## config.mk

```make
export PLATFORM = sky130hd
export DESIGN_NAME = pulse_stream_gen
export DESIGN_NICKNAME = d
export VERILOG_FILES = /design/src/rtl/pulse_stream_gen.sv
export SDC_FILE = /design/constraint.sdc
export NUM_CORES = 1
export LEC_CHECK = 0
export CAP_MARGIN = 20
export CORE_MARGIN = 3
export CORE_UTILIZATION = 50
export CTS_BUF_LIST = sky130_fd_sc_hd__clkbuf_4
export DETAILED_ROUTE_END_ITERATION = 16
export MAX_ROUTING_LAYER = met4
export PLACE_DENSITY_LB_ADDON = 0.12
export SLEW_MARGIN = 20
export SYNTH_ARGS = -nofsm -noshare
export SYNTH_HDL_FRONTEND = slang
export SYNTH_SLANG_ARGS = --single-unit
```

## constraint.sdc

```tcl
create_clock -name clk -period 7.7 [get_ports clk]
set_clock_uncertainty 0.05 [all_clocks]
set_input_delay 0.77 -clock clk [delete_from_list [all_inputs] [get_ports clk]]
set_output_delay 0.77 -clock clk [all_outputs]
set_load 0.05 [all_outputs]
```

## src/rtl/pulse_stream_gen.sv

```systemverilog
// pulse_stream_gen: AXI-stream source emitting baseline gaps followed by sloped, saturated pulses
module pulse_stream_gen #(
    parameter int WIDTH       = 8,
    parameter int LEN_WIDTH   = 16,
    parameter int COUNT_WIDTH = 16
) (
    input  logic                    clk,
    input  logic                    reset,
    input  logic signed [WIDTH-1:0] cfg_baseline,
    input  logic signed [WIDTH-1:0] cfg_amplitude,
    input  logic signed [WIDTH-1:0] cfg_slope,
    input  logic [LEN_WIDTH-1:0]    cfg_pulse_length,
    input  logic [LEN_WIDTH-1:0]    cfg_gap,
    input  logic [COUNT_WIDTH-1:0]  cfg_pulse_count,
    input  logic                    start,
    input  logic                    stop,
    output logic                    busy,
    output logic                    done,
    output logic                    cfg_err,
    output logic                    m_tvalid,
    input  logic                    m_tready,
    output logic [WIDTH-1:0]        m_tdata,
    output logic                    m_tlast
);
    localparam int AW = WIDTH + LEN_WIDTH + 2;
    localparam logic signed [AW-1:0] HI = AW'((2 ** (WIDTH - 1)) - 1);
    localparam logic signed [AW-1:0] LO = ~HI;

    typedef enum logic [1:0] {IDLE, GAP, PULSE} state_t;

    state_t                  state;
    logic signed [WIDTH-1:0] base_r, amp_r, slope_r;
    logic [LEN_WIDTH-1:0]    len_r, gap_r, cnt;
    logic [COUNT_WIDTH-1:0]  count_r, pcnt;
    logic signed [AW-1:0]    acc, acc_n, s0, s0_in;
    logic                    stop_p, fire, stop_eff, pulse_end, run_end;

    function automatic logic [WIDTH-1:0] sat(input logic signed [AW-1:0] v);
        return v > HI ? HI[WIDTH-1:0] : v < LO ? LO[WIDTH-1:0] : v[WIDTH-1:0];
    endfunction

    // Beat retirement, first-sample values and end-of-run decision
    always_comb begin
        fire      = m_tvalid && m_tready;
        stop_eff  = stop_p || stop;
        s0        = AW'(base_r) + AW'(amp_r);
        s0_in     = AW'(cfg_baseline) + AW'(cfg_amplitude);
        acc_n     = acc + AW'(slope_r);
        pulse_end = state == PULSE && cnt == len_r - 1'b1;
        run_end   = (state == GAP && stop_eff) ||
                    (pulse_end && (stop_eff || (count_r != '0 && pcnt + 1'b1 == count_r)));
    end

    // Sequencer: the registered outputs always hold the beat currently presented
    always_ff @(posedge clk) begin
        if (reset) begin
            state    <= IDLE;
            busy     <= 1'b0;
            done     <= 1'b0;
            cfg_err  <= 1'b0;
            m_tvalid <= 1'b0;
            m_tdata  <= '0;
            m_tlast  <= 1'b0;
            stop_p   <= 1'b0;
        end else begin
            done    <= 1'b0;
            cfg_err <= 1'b0;
            if (busy) stop_p <= stop_p | stop;
            case (state)
                IDLE: if (start) begin
                    if (cfg_pulse_length == '0) cfg_err <= 1'b1;
                    else begin
                        base_r   <= cfg_baseline;
                        amp_r    <= cfg_amplitude;
                        slope_r  <= cfg_slope;
                        len_r    <= cfg_pulse_length;
                        gap_r    <= cfg_gap;
                        count_r  <= cfg_pulse_count;
                        busy     <= 1'b1;
                        m_tvalid <= 1'b1;
                        pcnt     <= '0;
                        stop_p   <= 1'b0;
                        cnt      <= '0;
                        if (cfg_gap != '0) begin
                            state   <= GAP;
                            m_tdata <= cfg_baseline;
                            m_tlast <= 1'b0;
                        end else begin
                            state   <= PULSE;
                            acc     <= s0_in;
                            m_tdata <= sat(s0_in);
                            m_tlast <= cfg_pulse_length == LEN_WIDTH'(1);
                        end
                    end
                end
                default: if (fire) begin
                    if (run_end) begin
                        state    <= IDLE;
                        busy     <= 1'b0;
                        m_tvalid <= 1'b0;
                        m_tlast  <= 1'b0;
                        done     <= 1'b1;
                    end else if (state == PULSE && !pulse_end) begin
                        cnt     <= cnt + 1'b1;
                        acc     <= acc_n;
                        m_tdata <= sat(acc_n);
                        m_tlast <= cnt + 1'b1 == len_r - 1'b1;
                    end else if (state == GAP && cnt != gap_r - 1'b1) begin
                        cnt <= cnt + 1'b1;
                    end else begin
                        cnt <= '0;
                        if (pulse_end) pcnt <= pcnt + 1'b1;
                        if (pulse_end && gap_r != '0) begin
                            state   <= GAP;
                            m_tdata <= base_r;
                            m_tlast <= 1'b0;
                        end else begin
                            state   <= PULSE;
                            acc     <= s0;
                            m_tdata <= sat(s0);
                            m_tlast <= len_r == LEN_WIDTH'(1);
                        end
                    end
                end
            endcase
        end
    end
endmodule
```

==> results of run 1 <==
[cells in the final DEF (no fill, tap or decap), types with 12 or more instances in the layout]
cell	count
clkdlybuf4s50_1	89
inv_1	47
nor2_1	116
nand2_1	70
dfxtp_1	15
a21oi_1	70
nand3_1	33
clkbuf_4	17
o31ai_1	13
nand4_1	15
edfxtp_1	130
nor4_1	34
ha_1	46
xor2_1	46
or3_1	12
o21ai_0	58
and3_1	13
a21o_1	15
xnor2_1	66
a31oi_1	19
nor3_1	29
[area by class of cell]
cell class                 count  area, µm²  area share [%]
tap                          265      331.6           2.813
clock inverter                14      205.2           1.741
sequential                   145       4204           35.66
antenna                        1      2.502         0.02123
multi-input combinational    862       5791           49.12
clock buffer                  17      127.6           1.083
timing repair buffer          97      950.9           8.066
inverter                      47      176.4           1.496
[through the flow]
step,utilization (%),setup WS (ns)
2_1_floorplan,-,2.234
3_3_place_gp,57.68,3.144
3_5_place_dp,57.71,3.096
4_1_cts,59.39,3.055
5_1_grt,59.40,2.649
6_report,59.40,3.007
[final timing paths]
path	end	slack, ns	depth (start not counted)
worst max-delay path	m_tdata[6]	3.01	11
worst min-delay path	stop_p	0.47	2
worst min register to register	stop_p	0.47	2
worst max register to register	m_tdata[6]	3.01	11
[critical path, delay by kind of cell, from the launching register on]
| kind | cells | cell delay [ns] |
|---|---|---|
| flip-flops | 1 | 0.74 |
| XOR/XNOR | 1 | 0.18 |
| AND/OR/NAND/NOR | 3 | 1.10 |
| AO/OA/AOI/OAI | 6 | 2.02 |
| adder cells (fa/ha/maj) | 1 | 0.55 |
[per-layer routing]
metal | up-vias | routed length (µm) | global-route usage (%)
met4 | 0 | 410 | 6.816
met2 | 282 | 12020 | 37.69
li1 | 4271 | - | -
met3 | 41 | 1292 | 3.574
met5 | - | 0 | -
met1 | 4159 | 11870 | 31.47
[registers in the layout, summed over array words and instances, names as in the netlist, 2 cells and up]
signal / flops
acc: 26
amp_r: 8
base_r: 8
cnt: 16
count_r: 16
gap_r: 16
len_r: 16
m_tdata: 8
pcnt: 16
slope_r: 8
state: 2
[cell families after synthesis]
| logic type | synth area share [%] |
|---|---|
| simple gates | 21.02 |
| xor+xnor | 9.714 |
| compound gates | 17.48 |
| buf+inv | 3.452 |
| fa+ha+maj | 6.153 |
| flops | 40.70 |
| mux | 1.490 |
[power by group]
part           internal [mW]  switching [mW]
Sequential              1.07           0.149
Combinational          0.575           0.898
Clock                  0.262           0.310
==> key figures, run 1 <==
STA
  • Final setup vio count: 0
  • Max frequency: 0.2131 GHz
  • Final hold violation count: 0
  • Hold_ws: 0.4667 ns
  • Crit path time final: 4.693 ns
  • RSZ-0062 raised after global routing: no
  • Tightest Pin Transition: 1.149 ns
  • Final TNS setup: 0 ns
  • Fin crit share: 60.95%
  • Slew margin rel.: 22.78%
  • Slew Limit Fails: 0

Final layout
  • Design Area, Final: 11790 µm²
  • Fillcell total: 1764
  • Fraction of layout cells with a size suffix above 1: 6.176%
  • Non-Filler Instances: 1448
  • Fin nets: 1296
  • Layout area overhead: 14.12%

Power and ir drop
  • Power per Cell Area: 276.8 nW/µm²
  • VDD IR max: 219.7 µV
  • Total power: 3.263 mW
  • P_leak: 4.214 nW

Synthesis
  • Synthesized area: 10330 µm²
  • Largest cells by area after synthesis: edfxtp_1 38%, xnor2_1 5.6%, ha_1 5.6%, nor2_1 4.3%, xor2_1 3.9%
  • Post-synthesis sequential area ratio: 40.70%
  • Top FF cell, synth: edfxtp_1
  • Post-synth EDFFs: 130
  • Synth top cells by count: 130 x edfxtp_1, 118 x nor2_1, 70 x a21oi_1, 70 x nand2_1, 66 x xnor2_1
  • Synth area leader: edfxtp_1
  • Count leader, synth: edfxtp_1
  • Post-synth top area share: 37.79%
  • Syn nets: 1224
  • Average size of a mapped cell: 9.408 µm²
  • Post-Synthesis Cells: 1098
  • Synth async-reset ratio: 0%
  • Ys Warns: 0
  • Post-synthesis cell type count: 78
  • Synth Register Bits: 145

Placed design
  • Post-DP HPWL: 19.39 mm
  • GP Congestion: 0.9501
  • DP Cell Count: 1416
  • Placed Area: 11450 µm²
  • Port buffer count: 89

Floorplan
  • Ports: 90
  • Site Rows: 51
  • Horiz. Die Dim: 149.7 µm
  • Die H: 149.7 µm
  • Core Box Area: 19850 µm²
  • Initial Util: 52.05%
  • Die area: 22420 µm²

GRT
  • Initial antenna violation count: 1
  • GR Util All Layers: 23.59%
  • Grt ovf: 0
  • Largest net degree at the start of global routing: 72
  • First-pass GRT wire length: 41.05 mm
  • Vias in the first global route: 8225

CTS
  • CTS tree: built
  • CTS HTree Levels: 4
  • CTS Buffer Depth: 2
  • Worst-path clk slew: 0.14 ns
  • CTS buffer count: 17
  • CTS root buf: clkbuf_4
  • Hold-fix buffers, CTS: 0
  • Cts repair resizes: 0
  • TritonCTS Sinks: 145
  • Post-CTS setup buffer count: 0
  • Later-pin clock latency in the skew report: 0.57 ns

Setup path
  • Worst setup path start: slope_r[7]
  • Max stage delay cell, worst path: o41ai_1
  • Worst Path Max Fanout: 19
  • Required @ worst endpoint: 8.17 ns
  • Worst r2r src: slope_r[7]
  • CP peak stage delay: 0.80 ns
  • Crit-path cells: ha_1 -> nand2_1 -> o21ai_0 -> a211oi_1 -> a211oi_1 -> o21ai_0 -> xor2_1 -> or4_1 -> o41ai_1 -> nor4bb_1 -> a221o_1
  • Startpoint types: flop
  • CP Capture Type: flop
  • Critical path class: flop to flop
  • Critical path arrival: 5.17 ns

Min path
  • Hold Crit Start: stop_p
  • Hold/Removal Path Class: flop to flop

Drt
  • Pre-antenna DRT Iters: 8
  • Via count: 8753
  • Vias/cell: 6.045
  • Initial DRC count: 611
  • ANT nets after route: 0
  • Drt wl/cell: 17.67 µm
  • Drt drc: 0
  • Drt total wl: 25.59 mm

Flow run
  • Max Cap Violations: 0

Outcome
  • Outcome: finished, final reports clean
(Power assumes the default switching activity.)
==> run 2, diff against run 1 <==
Clock period 7.7 ns to 4.7 ns, I/O delays scaled along.
==> run 2 against run 1 <==
Effect of this change: cell area up 0.58%; global-route usage up 0.58 points; worst setup slack worse by 2.5 ns; largest power group unchanged; maximum frequency up 11%; non-clock buffer count up 10; highest routed layer unchanged; sequential share of layout area down 0.21 points.
==> key figures, run 2 (synthesis gave the netlist of run 1 again) <==
Outcome
  • Outcome: finished, final reports clean

Final layout
  • Layout area overhead: 14.79%
  • Max reg flops: 26
  • Fin nets: 1306
  • Most flops, register: acc
  • Fraction of layout cells with a size suffix above 1: 6.963%
  • Most frequent cells in the layout: 130 x edfxtp_1, 116 x nor2_1, 89 x clkdlybuf4s50_1, 70 x nand2_1, 70 x a21oi_1
  • Design Area, Final: 11860 µm²
  • Final Util: 59.75%
  • Commonest non-fill, non-tap cell in the layout: edfxtp_1

Floorplan
  • Core Box Area: 19850 µm²
  • Die area: 22420 µm²
  • Site Rows: 51
  • Horiz. Die Dim: 149.7 µm
  • Ports: 90
  • Initial Util: 52.05%
  • Die H: 149.7 µm

CTS
  • CTS Buffer Depth: 2
  • TritonCTS Sinks: 145
  • CTS tree: built
  • Later-pin clock latency in the skew report: 0.58 ns
  • Worst-path clk slew: 0.14 ns
  • Hold-fix buffers, CTS: 0
  • Post-CTS setup buffer count: 0
  • CTS buffer count: 17
  • Cts repair resizes: 0
  • CTS root buf: clkbuf_4
  • CTS HTree Levels: 4

STA
  • Slew Limit Fails: 0
  • Tightest Pin Transition: 0.9913 ns
  • Final TNS setup: 0 ns
  • Final setup vio count: 0
  • Final hold violation count: 0
  • Max frequency: 0.2359 GHz
  • Crit path time final: 4.239 ns
  • RSZ-0062 raised after global routing: no
  • Slew margin rel.: 33.35%
  • Fin crit share: 90.20%

Setup path
  • CP Capture Type: flop
  • CP peak stage delay: 0.89 ns
  • Reg2reg end: m_tdata[5]
  • Reg2reg path depth: 12
  • Internal reg-to-reg setup slack: 0.46 ns
  • Critical path class: flop to flop
  • Startpoint types: flop
  • Crit-path cells: ha_1 -> a21oi_1 -> o21ai_0 -> a211oi_1 -> a211oi_1 -> o21ai_0 -> xor2_1 -> or4_1 -> o41ai_1 -> buf_4 -> nor4bb_1 -> a221o_1
  • Max stage delay cell, worst path: edfxtp_1
  • Worst Path Max Fanout: 19
  • Critical path arrival: 4.71 ns
  • Worst r2r src: slope_r[7]
  • Required @ worst endpoint: 5.17 ns

Min path
  • Cell depth of the worst hold path: 1
  • Hold/Removal Path Class: input port to flop
  • WHS Endpoint: count_r[13]
  • Hold Crit Start: cfg_pulse_count[13]

Drt
  • Drt wl/cell: 17.96 µm
  • Pre-antenna DRT Iters: 6
  • Drt total wl: 26.19 mm
  • Vias/cell: 6.076
  • Via count: 8859
  • Initial DRC count: 613
  • Drt drc: 0
  • ANT nets after route: 0

Placed design
  • Post-DP HPWL: 19.90 mm
  • Port buffer count: 89
  • GP Congestion: 0.9272
  • Placed Area: 11530 µm²

Power and ir drop
  • Total power: 5.385 mW
  • Power per Cell Area: 454.2 nW/µm²
  • VDD IR max: 293.0 µV
  • P_leak: 4.264 nW

Flow run
  • Max Cap Violations: 0

GRT
  • GR Util All Layers: 24.17%
  • Vias in the first global route: 8435
  • First-pass GRT wire length: 42.05 mm
  • Largest net degree at the start of global routing: 47
  • Grt ovf: 0
  • Initial antenna violation count: 1
-- run 2: cell types whose count changed in the layout (fill, tap and decap cells not counted) --
cell / previous run / this run
buf_4: 8 / 18
inv_8: 0 / 3
clkinv_4: 4 / 2
bufinv_16: 4 / 3
clkinvlp_4: 2 / 1
inv_6: 4 / 5
nor3_2: 1 / 0
nor3_4: 0 / 1
-- run 2: area by class of cell --
type,instances,area (µm²)
fill,1777,7988
multi-input combinational,862,5797
sequential,145,4204
timing repair buffer,107,1026
tap,265,331.6
clock inverter,14,192.7
inverter,47,176.4
clock buffer,17,127.6
antenna,1,2.502
-- run 2: worst max path at each step --
stage                     startpoint         end  slack (ns)  depth (start not counted)
after floorplan             len_r[0]     pcnt[0]       0.006                         10
after global placement      gap_r[0]     acc[12]        0.60                         11
after detailed placement    gap_r[0]  m_tdata[2]        0.53                         11
after CTS                   gap_r[0]  m_tdata[3]        0.50                         11
after global routing      slope_r[7]  m_tdata[5]        0.07                         12
final                     slope_r[7]  m_tdata[5]        0.46                         12
-- run 2: stage by stage --
stage                     worst slack (ns)  hold WS [ns]  std cells
final                               0.4605        0.3850       1458
after global routing               0.06960        0.3441       1458
after CTS                           0.5045        0.3496       1457
after detailed placement            0.5264        0.4463       1426
after global placement              0.6040        0.4459       1426
after floorplan                   0.005779        0.4280       1098
-- run 2: critical path, delay by kind of cell (launching register included) --
kind                       cells  cell delay [ns]
and+or+nand+nor                2             0.81
buffers and inverters          1             0.20
adders and majority gates      1             0.41
DFF                            1             0.89
AOI/OAI and AO/OA              7             1.69
xor gates and xnor gates       1             0.13
-- run 2: report_power, final --
group	internal (mW)	switching [mW]
registers	1.75	0.246
clock network	0.387	0.527
logic	0.971	1.51
total	3.11	2.28
-- run 2: metal layers --
metal	global-route usage (%)	wire length, µm	vias to the layer above
met5	-	0	-
met4	5.444	394	0
li1	-	-	4300
met2	40.09	12560	290
met1	31.72	11720	4229
met3	3.513	1509	40
